--- src/rtl/pipe_ctrl_pkg.sv ---
// Shared types and constants for the 5-stage pipeline stall/flush controller.
// The ctrl_t helpers name the few canonical enable/flush patterns used by the FSM.
package pipe_ctrl_pkg;

  localparam int REG_ADDR_W = 5;

  typedef enum logic [1:0] {
    RUN       = 2'd0,
    DMEM_WAIT = 2'd1,
    HALT      = 2'd2
  } state_e;

  typedef struct packed {
    logic pc_en;
    logic ifid_en;
    logic idex_en;
    logic exmem_en;
    logic memwb_en;
    logic ifid_flush;
    logic idex_flush;
    logic exmem_flush;
    logic memwb_flush;
  } ctrl_t;

  function automatic ctrl_t ctrl_run();
    ctrl_t c;
    c          = '0;
    c.pc_en    = 1'b1;
    c.ifid_en  = 1'b1;
    c.idex_en  = 1'b1;
    c.exmem_en = 1'b1;
    c.memwb_en = 1'b1;
    return c;
  endfunction

  // Everything upstream of WB holds; WB receives a bubble so a retired op is not replayed.
  function automatic ctrl_t ctrl_freeze();
    ctrl_t c;
    c             = ctrl_run();
    c.pc_en       = 1'b0;
    c.ifid_en     = 1'b0;
    c.idex_en     = 1'b0;
    c.exmem_en    = 1'b0;
    c.memwb_flush = 1'b1;
    return c;
  endfunction

  function automatic ctrl_t ctrl_reset();
    ctrl_t c;
    c             = '0;
    c.ifid_flush  = 1'b1;
    c.idex_flush  = 1'b1;
    c.exmem_flush = 1'b1;
    c.memwb_flush = 1'b1;
    return c;
  endfunction

endpackage

--- src/rtl/pipe_ctrl_if.sv ---
// Hazard/handshake inputs and enable/flush/status outputs of the pipeline controller.
// slave is the controller's view; master is the pipeline datapath's view.
interface pipe_ctrl_if #(
  parameter int REG_ADDR_W = pipe_ctrl_pkg::REG_ADDR_W,
  parameter int CNT_W      = 32
);

  logic [REG_ADDR_W-1:0] id_rs1;
  logic [REG_ADDR_W-1:0] id_rs2;
  logic                  id_uses_rs1;
  logic                  id_uses_rs2;
  logic [REG_ADDR_W-1:0] ex_rd;
  logic                  ex_mem_read;
  logic                  ex_branch_taken;
  logic                  imem_ready;
  logic                  dmem_req;
  logic                  dmem_ack;

  logic pc_en, ifid_en, idex_en, exmem_en, memwb_en;
  logic ifid_flush, idex_flush, exmem_flush, memwb_flush;
  logic             bus_err;
  logic [CNT_W-1:0] stall_cnt;
  logic [CNT_W-1:0] flush_cnt;

  modport slave (
    input  id_rs1, id_rs2, id_uses_rs1, id_uses_rs2, ex_rd, ex_mem_read,
    input  ex_branch_taken, imem_ready, dmem_req, dmem_ack,
    output pc_en, ifid_en, idex_en, exmem_en, memwb_en,
    output ifid_flush, idex_flush, exmem_flush, memwb_flush,
    output bus_err, stall_cnt, flush_cnt
  );

  modport master (
    output id_rs1, id_rs2, id_uses_rs1, id_uses_rs2, ex_rd, ex_mem_read,
    output ex_branch_taken, imem_ready, dmem_req, dmem_ack,
    input  pc_en, ifid_en, idex_en, exmem_en, memwb_en,
    input  ifid_flush, idex_flush, exmem_flush, memwb_flush,
    input  bus_err, stall_cnt, flush_cnt
  );

endinterface

--- src/rtl/pipe_ctrl_hazard.sv ---
// Load-use comparator: flags an ID instruction that reads the register a load in EX
// is about to write. x0 is never a real dependency.
module hazard_unit #(
  parameter int REG_ADDR_W = pipe_ctrl_pkg::REG_ADDR_W
) (
  input  logic [REG_ADDR_W-1:0] id_rs1_i,
  input  logic [REG_ADDR_W-1:0] id_rs2_i,
  input  logic                  id_uses_rs1_i,
  input  logic                  id_uses_rs2_i,
  input  logic [REG_ADDR_W-1:0] ex_rd_i,
  input  logic                  ex_mem_read_i,
  output logic                  hazard_o
);

  logic rs1Match;
  logic rs2Match;
  logic rdIsReal;

  assign rdIsReal = (ex_rd_i != '0);
  assign rs1Match = id_uses_rs1_i && (id_rs1_i == ex_rd_i);
  assign rs2Match = id_uses_rs2_i && (id_rs2_i == ex_rd_i);
  assign hazard_o = ex_mem_read_i && rdIsReal && (rs1Match || rs2Match);

endmodule

--- src/rtl/pipe_ctrl.sv ---
// Central stall/flush controller: drives pipeline register enables/flushes, watches the
// data-memory handshake with a timeout, and counts stall cycles and branch redirects.
module pipe_ctrl #(
  parameter int REG_ADDR_W   = pipe_ctrl_pkg::REG_ADDR_W,
  parameter int DMEM_TIMEOUT = 255,
  parameter int CNT_W        = 32
) (
  input  logic           clk,
  input  logic           rest,
  pipe_ctrl_if.slave     bus
);

  import pipe_ctrl_pkg::*;

  localparam int                WAIT_W     = $clog2(DMEM_TIMEOUT + 1);
  localparam logic [WAIT_W-1:0] WAIT_LIMIT = WAIT_W'(DMEM_TIMEOUT);

  state_e            state_q, state_d;
  logic [WAIT_W-1:0] waitCnt_q, waitCnt_d;
  logic [CNT_W-1:0]  stallCnt_q, flushCnt_q;
  logic              busErr_q, busErr_d;

  logic  hazard;
  logic  ackSeen;
  logic  applyRules;
  logic  redirect;
  logic  countStall;
  ctrl_t ctrl;

  hazard_unit #(.REG_ADDR_W(REG_ADDR_W)) u_hazard (
    .id_rs1_i      (bus.id_rs1),
    .id_rs2_i      (bus.id_rs2),
    .id_uses_rs1_i (bus.id_uses_rs1),
    .id_uses_rs2_i (bus.id_uses_rs2),
    .ex_rd_i       (bus.ex_rd),
    .ex_mem_read_i (bus.ex_mem_read),
    .hazard_o      (hazard)
  );

  // A dropped request while waiting means the access is gone, so treat it as done.
  assign ackSeen = bus.dmem_ack | ~bus.dmem_req;

  always_comb begin
    state_d    = state_q;
    waitCnt_d  = waitCnt_q;
    busErr_d   = busErr_q;
    ctrl       = ctrl_run();
    applyRules = 1'b0;
    redirect   = 1'b0;

    unique case (state_q)
      RUN: begin
        if (bus.dmem_req && !bus.dmem_ack) begin
          ctrl      = ctrl_freeze();
          waitCnt_d = WAIT_W'(1);
          if (DMEM_TIMEOUT <= 1) begin
            state_d  = HALT;
            busErr_d = 1'b1;
          end else begin
            state_d = DMEM_WAIT;
          end
        end else begin
          applyRules = 1'b1;
        end
      end
      DMEM_WAIT: begin
        if (ackSeen) begin
          state_d    = RUN;
          waitCnt_d  = '0;
          applyRules = 1'b1;
        end else begin
          ctrl      = ctrl_freeze();
          waitCnt_d = waitCnt_q + WAIT_W'(1);
          // waitCnt_d counts this cycle too, so the limit is reached on the last allowed wait.
          if (waitCnt_d == WAIT_LIMIT) begin
            state_d  = HALT;
            busErr_d = 1'b1;
          end
        end
      end
      HALT: begin
        ctrl = '0;
      end
      default: begin
        ctrl    = '0;
        state_d = RUN;
      end
    endcase

    if (applyRules) begin
      if (bus.ex_branch_taken) begin
        ctrl.ifid_flush = 1'b1;
        ctrl.idex_flush = 1'b1;
        redirect        = 1'b1;
      end else if (hazard) begin
        ctrl.pc_en      = 1'b0;
        ctrl.ifid_en    = 1'b0;
        ctrl.idex_flush = 1'b1;
      end else if (!bus.imem_ready) begin
        ctrl.pc_en      = 1'b0;
        ctrl.ifid_flush = 1'b1;
      end
    end

    if (rest) begin
      ctrl     = ctrl_reset();
      redirect = 1'b0;
    end
  end

  assign countStall = !rest && (state_q != HALT) && !ctrl.pc_en;

  always_ff @(posedge clk) begin
    if (rest) begin
      state_q    <= RUN;
      waitCnt_q  <= '0;
      stallCnt_q <= '0;
      flushCnt_q <= '0;
      busErr_q   <= 1'b0;
    end else begin
      state_q   <= state_d;
      waitCnt_q <= waitCnt_d;
      busErr_q  <= busErr_d;
      if (countStall) stallCnt_q <= stallCnt_q + CNT_W'(1);
      if (redirect)   flushCnt_q <= flushCnt_q + CNT_W'(1);
    end
  end

  assign bus.pc_en       = ctrl.pc_en;
  assign bus.ifid_en     = ctrl.ifid_en;
  assign bus.idex_en     = ctrl.idex_en;
  assign bus.exmem_en    = ctrl.exmem_en;
  assign bus.memwb_en    = ctrl.memwb_en;
  assign bus.ifid_flush  = ctrl.ifid_flush;
  assign bus.idex_flush  = ctrl.idex_flush;
  assign bus.exmem_flush = ctrl.exmem_flush;
  assign bus.memwb_flush = ctrl.memwb_flush;
  assign bus.bus_err     = busErr_q;
  assign bus.stall_cnt   = stallCnt_q;
  assign bus.flush_cnt   = flushCnt_q;

endmodule

--- src/flat_wrapper.sv ---
// flat-port wrapper written by rule: the top's interface ports become plain ports
module pipe_ctrl_flat import pipe_ctrl_pkg::*;
#(
  parameter int REG_ADDR_W   = pipe_ctrl_pkg::REG_ADDR_W,
  parameter int DMEM_TIMEOUT = 255,
  parameter int CNT_W        = 32
)
  (clk, rest, bus_id_rs1, bus_id_rs2, bus_id_uses_rs1, bus_id_uses_rs2, bus_ex_rd, bus_ex_mem_read, bus_ex_branch_taken, bus_imem_ready, bus_dmem_req, bus_dmem_ack, bus_pc_en, bus_ifid_en, bus_idex_en, bus_exmem_en, bus_memwb_en, bus_ifid_flush, bus_idex_flush, bus_exmem_flush, bus_memwb_flush, bus_bus_err, bus_stall_cnt, bus_flush_cnt);
  pipe_ctrl_if #(.REG_ADDR_W(REG_ADDR_W), .CNT_W(CNT_W)) bus_i ();
  input  logic clk;
  input  logic rest;
  input wire logic [$bits(bus_i.id_rs1)-1:0] bus_id_rs1;
  input wire logic [$bits(bus_i.id_rs2)-1:0] bus_id_rs2;
  input wire logic [$bits(bus_i.id_uses_rs1)-1:0] bus_id_uses_rs1;
  input wire logic [$bits(bus_i.id_uses_rs2)-1:0] bus_id_uses_rs2;
  input wire logic [$bits(bus_i.ex_rd)-1:0] bus_ex_rd;
  input wire logic [$bits(bus_i.ex_mem_read)-1:0] bus_ex_mem_read;
  input wire logic [$bits(bus_i.ex_branch_taken)-1:0] bus_ex_branch_taken;
  input wire logic [$bits(bus_i.imem_ready)-1:0] bus_imem_ready;
  input wire logic [$bits(bus_i.dmem_req)-1:0] bus_dmem_req;
  input wire logic [$bits(bus_i.dmem_ack)-1:0] bus_dmem_ack;
  output wire logic [$bits(bus_i.pc_en)-1:0] bus_pc_en;
  output wire logic [$bits(bus_i.ifid_en)-1:0] bus_ifid_en;
  output wire logic [$bits(bus_i.idex_en)-1:0] bus_idex_en;
  output wire logic [$bits(bus_i.exmem_en)-1:0] bus_exmem_en;
  output wire logic [$bits(bus_i.memwb_en)-1:0] bus_memwb_en;
  output wire logic [$bits(bus_i.ifid_flush)-1:0] bus_ifid_flush;
  output wire logic [$bits(bus_i.idex_flush)-1:0] bus_idex_flush;
  output wire logic [$bits(bus_i.exmem_flush)-1:0] bus_exmem_flush;
  output wire logic [$bits(bus_i.memwb_flush)-1:0] bus_memwb_flush;
  output wire logic [$bits(bus_i.bus_err)-1:0] bus_bus_err;
  output wire logic [$bits(bus_i.stall_cnt)-1:0] bus_stall_cnt;
  output wire logic [$bits(bus_i.flush_cnt)-1:0] bus_flush_cnt;
  assign bus_i.id_rs1 = bus_id_rs1;
  assign bus_i.id_rs2 = bus_id_rs2;
  assign bus_i.id_uses_rs1 = bus_id_uses_rs1;
  assign bus_i.id_uses_rs2 = bus_id_uses_rs2;
  assign bus_i.ex_rd = bus_ex_rd;
  assign bus_i.ex_mem_read = bus_ex_mem_read;
  assign bus_i.ex_branch_taken = bus_ex_branch_taken;
  assign bus_i.imem_ready = bus_imem_ready;
  assign bus_i.dmem_req = bus_dmem_req;
  assign bus_i.dmem_ack = bus_dmem_ack;
  assign bus_pc_en = bus_i.pc_en;
  assign bus_ifid_en = bus_i.ifid_en;
  assign bus_idex_en = bus_i.idex_en;
  assign bus_exmem_en = bus_i.exmem_en;
  assign bus_memwb_en = bus_i.memwb_en;
  assign bus_ifid_flush = bus_i.ifid_flush;
  assign bus_idex_flush = bus_i.idex_flush;
  assign bus_exmem_flush = bus_i.exmem_flush;
  assign bus_memwb_flush = bus_i.memwb_flush;
  assign bus_bus_err = bus_i.bus_err;
  assign bus_stall_cnt = bus_i.stall_cnt;
  assign bus_flush_cnt = bus_i.flush_cnt;
  pipe_ctrl #(.REG_ADDR_W(REG_ADDR_W), .DMEM_TIMEOUT(DMEM_TIMEOUT), .CNT_W(CNT_W)) u_core (.clk(clk), .rest(rest), .bus(bus_i));
endmodule
--- config.mk ---
export PLATFORM = sky130hd
export DESIGN_NAME = pipe_ctrl_flat
export DESIGN_NICKNAME = d
export VERILOG_FILES = /design/src/rtl/pipe_ctrl_pkg.sv /design/src/rtl/pipe_ctrl_if.sv /design/src/rtl/pipe_ctrl_hazard.sv /design/src/rtl/pipe_ctrl.sv /design/src/flat_wrapper.sv
export SDC_FILE = /design/constraint.sdc
export NUM_CORES = 1
export LEC_CHECK = 0
export ABC_CLOCK_PERIOD_IN_PS = 5470
export BUFFER_PORTS_ARGS = -buffer_cell sky130_fd_sc_hd__buf_4
export CAP_MARGIN = 0
export CORE_MARGIN = 8
export CORE_UTILIZATION = 49
export DETAILED_ROUTE_END_ITERATION = 7
export HOLD_SLACK_MARGIN = 0.1
export PLACE_DENSITY = 0.73
export RECOVER_POWER = 25
export SETUP_SLACK_MARGIN = 0.2
export SLEW_MARGIN = 20
export SYNTH_ARGS = -nofsm -noshare
export SYNTH_HDL_FRONTEND = slang
export SYNTH_HIERARCHICAL = 1
export SYNTH_SLANG_ARGS = --single-unit
--- constraint.sdc ---
create_clock -name clk -period 5.47 [get_ports clk]
set_input_delay 1.094 -clock clk [delete_from_list [all_inputs] [get_ports clk]]
set_output_delay 1.094 -clock clk [all_outputs]
set_load 0.03 [all_outputs]
# After elaboration in Yosys (flattened, before gate mapping)
# Cells that the tools add are included.
# word_totals
register_bits	75
word_cells	64
out_inout_bits	74
inputBits	24
# op_classes
n_bitwise	4
n_addsub	3
eq_ne	8
n_mux	27
reduce_logical	17
# op_table
op	n
$add 32x1->32 const B	2
$mux 9	3
$pmux 9 s2	1
$mux 8	2
$pmux 8 s2	1
$mux 2	7
$mux 1	11
$eq 5x5->1	2
$add 8x1->8 const B	1
$eq 8x8->1 const B	1
$logic_and 1x1->1	7
$pmux 2 s3	1
$reduce_and 3->1	2
$reduce_bool 5->1	1
$logic_not 1->1	3
$ne 3x1->1 const B	1
$not 1->1	3
$eq 2x1->1 const B	1
$eq 2x2->1 const B	1
$logic_not 2->1	1
$ne 2x1->1 const B	1
$ne 2x2->1 const B	1
$pmux 1 s2	1
$reduce_and 2->1	1
3 further kinds	3

# Logic depth before layout (Yosys ltp)
# logic_depth
word_depth	11
ltp_mapped	10
depth_no_buf	9

# Cells and area by module
# Netlist, hierarchy kept.
# by_module_without_submodules
mod	instances	cells_each	area_each_um2	seq_area_each_um2
pipe_ctrl	1	450	3728.6	1501.4
hazard_unit	1	17	133.9	0.0

# Worst setup path after synthesis
# Ideal clock, no wire load.
# synth_timing
path_kind	input to output
startpoint	in bus_dmem_req
endpoint	out bus_ifid_en
setup_slack_ps	1247
required_time_ps	4376
cell_stages	4
arrival_ps	3129
n_path_buf	1
cell_sequence	nor2b_1 > clkbuf_1 > nor3_1 > a21boi_0
# synth_between
elab_chain_cells	8
elab_cells_between_ends	13
cone_classes	mux: 10; bitwise: 2; reduce/logical: 1
# synth_rtl
element	line_no	source
start: declaration	flat_wrapper.sv:20	input wire logic [$bits(bus_i.dmem_req)-1:0] bus_dmem_req;
$not 1->1	pipe_ctrl.sv:41	assign ackSeen = bus.dmem_ack | ~bus.dmem_req;
$or 1x1->1	pipe_ctrl.sv:41	
$mux 9	pipe_ctrl.sv:67	if (ackSeen) begin
$pmux 9 s2	pipe_ctrl.sv:51	unique case (state_q)
$mux 1	pipe_ctrl.sv:95	end else if (hazard) begin
$mux 2	pipe_ctrl.sv:91	if (bus.ex_branch_taken) begin
$mux 2 *	pipe_ctrl.sv:90	if (applyRules) begin
$mux 9 *	pipe_ctrl.sv:105	if (rest) begin
end: declaration	flat_wrapper.sv:23	output wire logic [$bits(bus_i.ifid_en)-1:0] bus_ifid_en;
# Every way passes the cells marked *; elsewhere a longest branch is shown, timed or not.

# Worst setup path in the final report
# layout_timing
startpoint	in bus_ex_rd[0]
endpoint	reg u_core.stallCnt_q[18], in the netlist u_core/bus.stall_cnt[18]
# layout_between
elab_chain_cells	10
elab_cells_between_ends	14
cone_classes	eq/ne: 2; mux: 4; reduce/logical: 8
# layout_rtl
element	line_no	source
start: declaration	flat_wrapper.sv:16	input wire logic [$bits(bus_i.ex_rd)-1:0] bus_ex_rd;
$eq 5x5->1, on equally long branches	pipe_ctrl_hazard.sv:20, pipe_ctrl_hazard.sv:21	
$logic_and 1x1->1, on equally long branches	pipe_ctrl_hazard.sv:20, pipe_ctrl_hazard.sv:21	
$logic_or 1x1->1	pipe_ctrl_hazard.sv:22	assign hazard_o = ex_mem_read_i && rdIsReal && (rs1Match || rs2Match);
$logic_and 1x1->1 *	pipe_ctrl_hazard.sv:22	
net u_core.hazard	pipe_ctrl.sv:23	logic hazard;
$mux 1 *	pipe_ctrl.sv:95	
$mux 2 *	pipe_ctrl.sv:91	
$mux 2 *	pipe_ctrl.sv:90	
$mux 9 *	pipe_ctrl.sv:105	
$logic_not 1->1 *	pipe_ctrl.sv:111	assign countStall = !rest && (state_q != HALT) && !ctrl.pc_en;
$logic_and 1x1->1 *	pipe_ctrl.sv:111	
end signal: assignment	pipe_ctrl.sv:124	if (countStall) stallCnt_q <= stallCnt_q + CNT_W'(1);
end: declaration	pipe_ctrl.sv:20	logic [CNT_W-1:0] stallCnt_q, flushCnt_q;
# Mark *: on every way through the listed nets, which the timed path passes. The rest lies on a longest branch.
# A chain may end at the register's enable or synchronous reset.

==> results.rst <==
.. list-table::
   :header-rows: 1

   * - Metric
     - Value
   * - Status
     - finished clean
   * - Hold buffers post-CTS
     - 0
   * - Highest-count cells in the layout ignoring fill and taps
     - dfxtp_1 (75), nor2_1 (62), buf_4 (61), clkbuf_1 (36), xnor2_1 (34)
   * - Number of vias in the routed layout
     - 3632
   * - Highest clock rate
     - 264 MHz
   * - Storage cell area
     - 1500 µm²
   * - Tightest Pin Transition
     - 0.906 ns
   * - Layout Skew
     - 0.00596 ns
   * - Sum of net half-perimeters after detailed placement
     - 7040 µm
   * - Core Box Area
     - 7690 µm²
   * - Final Max Tran Viols
     - 0
   * - Asr flop ratio synth
     - 0%
   * - Worst min-delay path category
     - flop to flop
   * - Maximum number of pins on one net before global-route repair
     - 88
   * - Number of synthesis warnings
     - 6
   * - Cells along the critical path
     - buf_4 > xor2_1 > nor4_2 > nand3_1 > a21oi_1 > nor2b_1 > o211ai_1 > nand3_1 > or4_1 > a21oi_1
   * - Via/cell ratio
     - 5.52
   * - Total die area
     - 11000 µm²
   * - Number of H-tree levels
     - 3
   * - Iteration-0 DRC Markers
     - 176
   * - Peak VDD IR
     - 0.124 mV
   * - Non-filler instance count after layout
     - 658
   * - Final routed DRC violation total
     - 0
   * - Gates resized, CTS repair
     - 0
   * - Nets in the synthesized netlist
     - 495
   * - Clock tree from TritonCTS
     - yes
   * - Unrepaired setup endpoints after global routing
     - false
   * - Number of antenna violations at the first check in global routing
     - 0
   * - Root buffer selected by CTS
     - clkbuf_8
   * - I/O Pins
     - 98
   * - Die width
     - 105 µm
   * - Fraction of layout instances using a drive strength above 1
     - 17.4%
   * - Wire length of the first global-routing pass
     - 16400 µm
   * - Die Height
     - 105 µm
   * - WHS
     - 0.474 ns
   * - Average footprint of a synthesized cell
     - 8.27 µm²
   * - Total setup buffers inserted after CTS
     - 0
   * - Placed Cells
     - 642
   * - Kind of start point of the critical path
     - primary input
   * - Count of fill cells added during filler insertion
     - 727
   * - Number of global-route vias before repair
     - 3540
   * - Final setup TNS
     - 0 ns
   * - Layout net count
     - 579
   * - Port bufs
     - 97
   * - Number of maximum-capacitance constraint violations
     - 0
   * - Gpl congestion
     - 0.799
   * - CP max stage delay
     - 0.74 ns
   * - DRT Wirelength
     - 9880 µm
   * - Final hold violation count
     - 0
   * - Number of placement rows
     - 32
   * - Final cycle utilization of the critical path
     - 69.3%
   * - Worst slew slack as a fraction of its limit
     - 39.4%
   * - Crit path max fanout
     - 12
   * - Leakage power of the design
     - 0.00159 µW
   * - Cell variety after synth
     - 50
   * - Post-synthesis register bit count
     - 75
   * - Crit. End Element
     - flop
   * - Area added between synthesis and finish
     - 22.0%
   * - # setup viols final
     - 0
   * - Crit path DAT
     - 4.06 ns
   * - Register area share after synthesis
     - 38.9%
   * - Total gr overflow
     - 0
   * - Most common cell after layout, fill and taps aside
     - dfxtp_1
   * - Instance count of the mapped netlist
     - 467
   * - TritonCTS Buffers
     - 9
   * - Length of the first detailed-routing pass in iterations
     - 4
   * - GRT Resource Usage Total
     - 17.6%
   * - Req. time, crit path
     - 5.74 ns
   * - Mean routed wirelength per cell
     - 15.0 µm
   * - Clock Pin Slew Worst Setup and Hold Paths
     - 0.08 ns
   * - Post-synthesis instance area
     - 3860 µm²
   * - Classification of the worst setup path
     - primary input to flop
   * - CTS sink count
     - 75
   * - Post-DRT Antenna Nets
     - 0
   * - Top flip-flop cell by instance count after synthesis
     - dfxtp_1
   * - Maximum root-to-sink buffer count
     - 2
   * - Max stage delay cell, worst path
     - o211ai_1
   * - Time the worst path needs with I/O delays and setup
     - 3.79 ns
   * - Number of enable flip-flop cells after synthesis
     - 0
   * - Area occupied by multi-input gates
     - 2200 µm²
   * - Clock insertion delay at the later pin of the skew report
     - 0.34 ns
   * - ANT cells
     - 0
   * - Effective utilization at floorplan
     - 50.2%
   * - Power density normalized to cell area
     - 239 nW/µm²
routing by layer:
layer	vias up	global-route usage (%)	share of wire [%]
met1	1703	20.7	46
met4	0	6.22	1.5
met3	12	5.71	6.6
li1	1817	-	-
met2	100	29.2	46
met5	-	0	0
worst max-delay path: cells and delay by family:
family,cells,cell delay [ns]
AND/OR/NAND/NOR,5,1.50
XOR/XNOR,1,0.17
AO/OA/AOI/OAI,3,1.17
buffers and inverters,1,0.13
area by class of cell:
cell class	count	share of cell area, %
clock buffer	13	3.58
clock inverter	3	1.46
inverter	13	1.04
multi-input combinational	355	46.7
sequential	75	31.9
tap	102	2.71
timing repair buffer	97	12.7
kinds of logic after synthesis:
logic type	share of synthesized area [%]
AOI/OAI and AO/OA	9.88
xor gates and xnor gates	12.7
adders and majority gates	1.30
buffers and inverters	4.15
DFF	38.9
muxes	0.292
and+or+nand+nor	32.8
registers in the layout, summed over array words and instances (netlist names):
signal	cells
u_core/bus.bus_err	1
u_core/bus.flush_cnt	32
u_core/bus.stall_cnt	32
u_core/state_q	2
u_core/waitCnt_q	8
final timing paths:
| path | to | cells past startpoint | slack, ns | from |
|---|---|---|---|---|
| setup reg to reg | u_core/bus.stall_cnt[18] | 5 | 2.99 | u_core/state_q[1] |
| setup / recovery | u_core/bus.stall_cnt[18] | 10 | 1.68 | bus_ex_rd[0] |
| hold / removal | u_core/bus.bus_err | 2 | 0.47 | u_core/bus.bus_err |
| hold reg to reg | u_core/bus.bus_err | 2 | 0.47 | u_core/bus.bus_err |
per-stage QoR:
step / area (µm²) / total power (µW) / setup WS [ns] / util [%]
finish: 4710 / 1130 / 1.68 / 61.3
global route: 4710 / 1170 / 1.44 / 61.3
CTS: 4840 / 1140 / 1.74 / 63.0
detailed placement: 4610 / 647 / 1.40 / 59.9
global placement: 4610 / 645 / 1.52 / 59.9
floorplan: 3860 / 613 / 1.25 / -
Yosys cell counts, types with 2 or more instances:
| master | count | area share [%] |
|---|---|---|
| nor4_2 | 9 | 2.9 |
| and4_1 | 6 | 1.4 |
| or4_1 | 8 | 1.6 |
| nor2_1 | 62 | 6.0 |
| ha_1 | 4 | 1.3 |
| nor3_1 | 15 | 1.9 |
| nand3_1 | 32 | 4.1 |
| buf_2 | 7 | 0.91 |
| o31ai_1 | 4 | 0.78 |
| o21ai_1 | 3 | 0.39 |
| nor3b_1 | 3 | 0.58 |
| inv_1 | 12 | 1.2 |
| clkbuf_1 | 12 | 1.2 |
| dfxtp_1 | 75 | 39 |
| or2_2 | 2 | 0.32 |
| xnor2_1 | 34 | 7.7 |
| buf_4 | 3 | 0.58 |
| a21oi_1 | 33 | 4.3 |
| nand4_1 | 13 | 2.1 |
| nand2b_1 | 2 | 0.32 |
| xor2_1 | 22 | 5.0 |
| a31oi_1 | 2 | 0.32 |
| nor4_1 | 11 | 1.8 |
| a21o_1 | 3 | 0.58 |
| o21ai_0 | 16 | 2.1 |
| nand4b_1 | 2 | 0.45 |
| nand2_1 | 25 | 2.4 |
| nor2b_1 | 4 | 0.65 |
| and3_1 | 6 | 0.97 |
| or3_1 | 17 | 2.8 |
power by group:
group / internal [µW] / switching [µW] / total, µW / leakage, µW
combinational: 30.5 / 49.5 / 80.0 / 0.000867
sequential: 549 / 4.57 / 553 / 0.000605
clock: 296 / 199 / 495 / 0.000120
No activity file was read; power rests on OpenSTA's default activity.
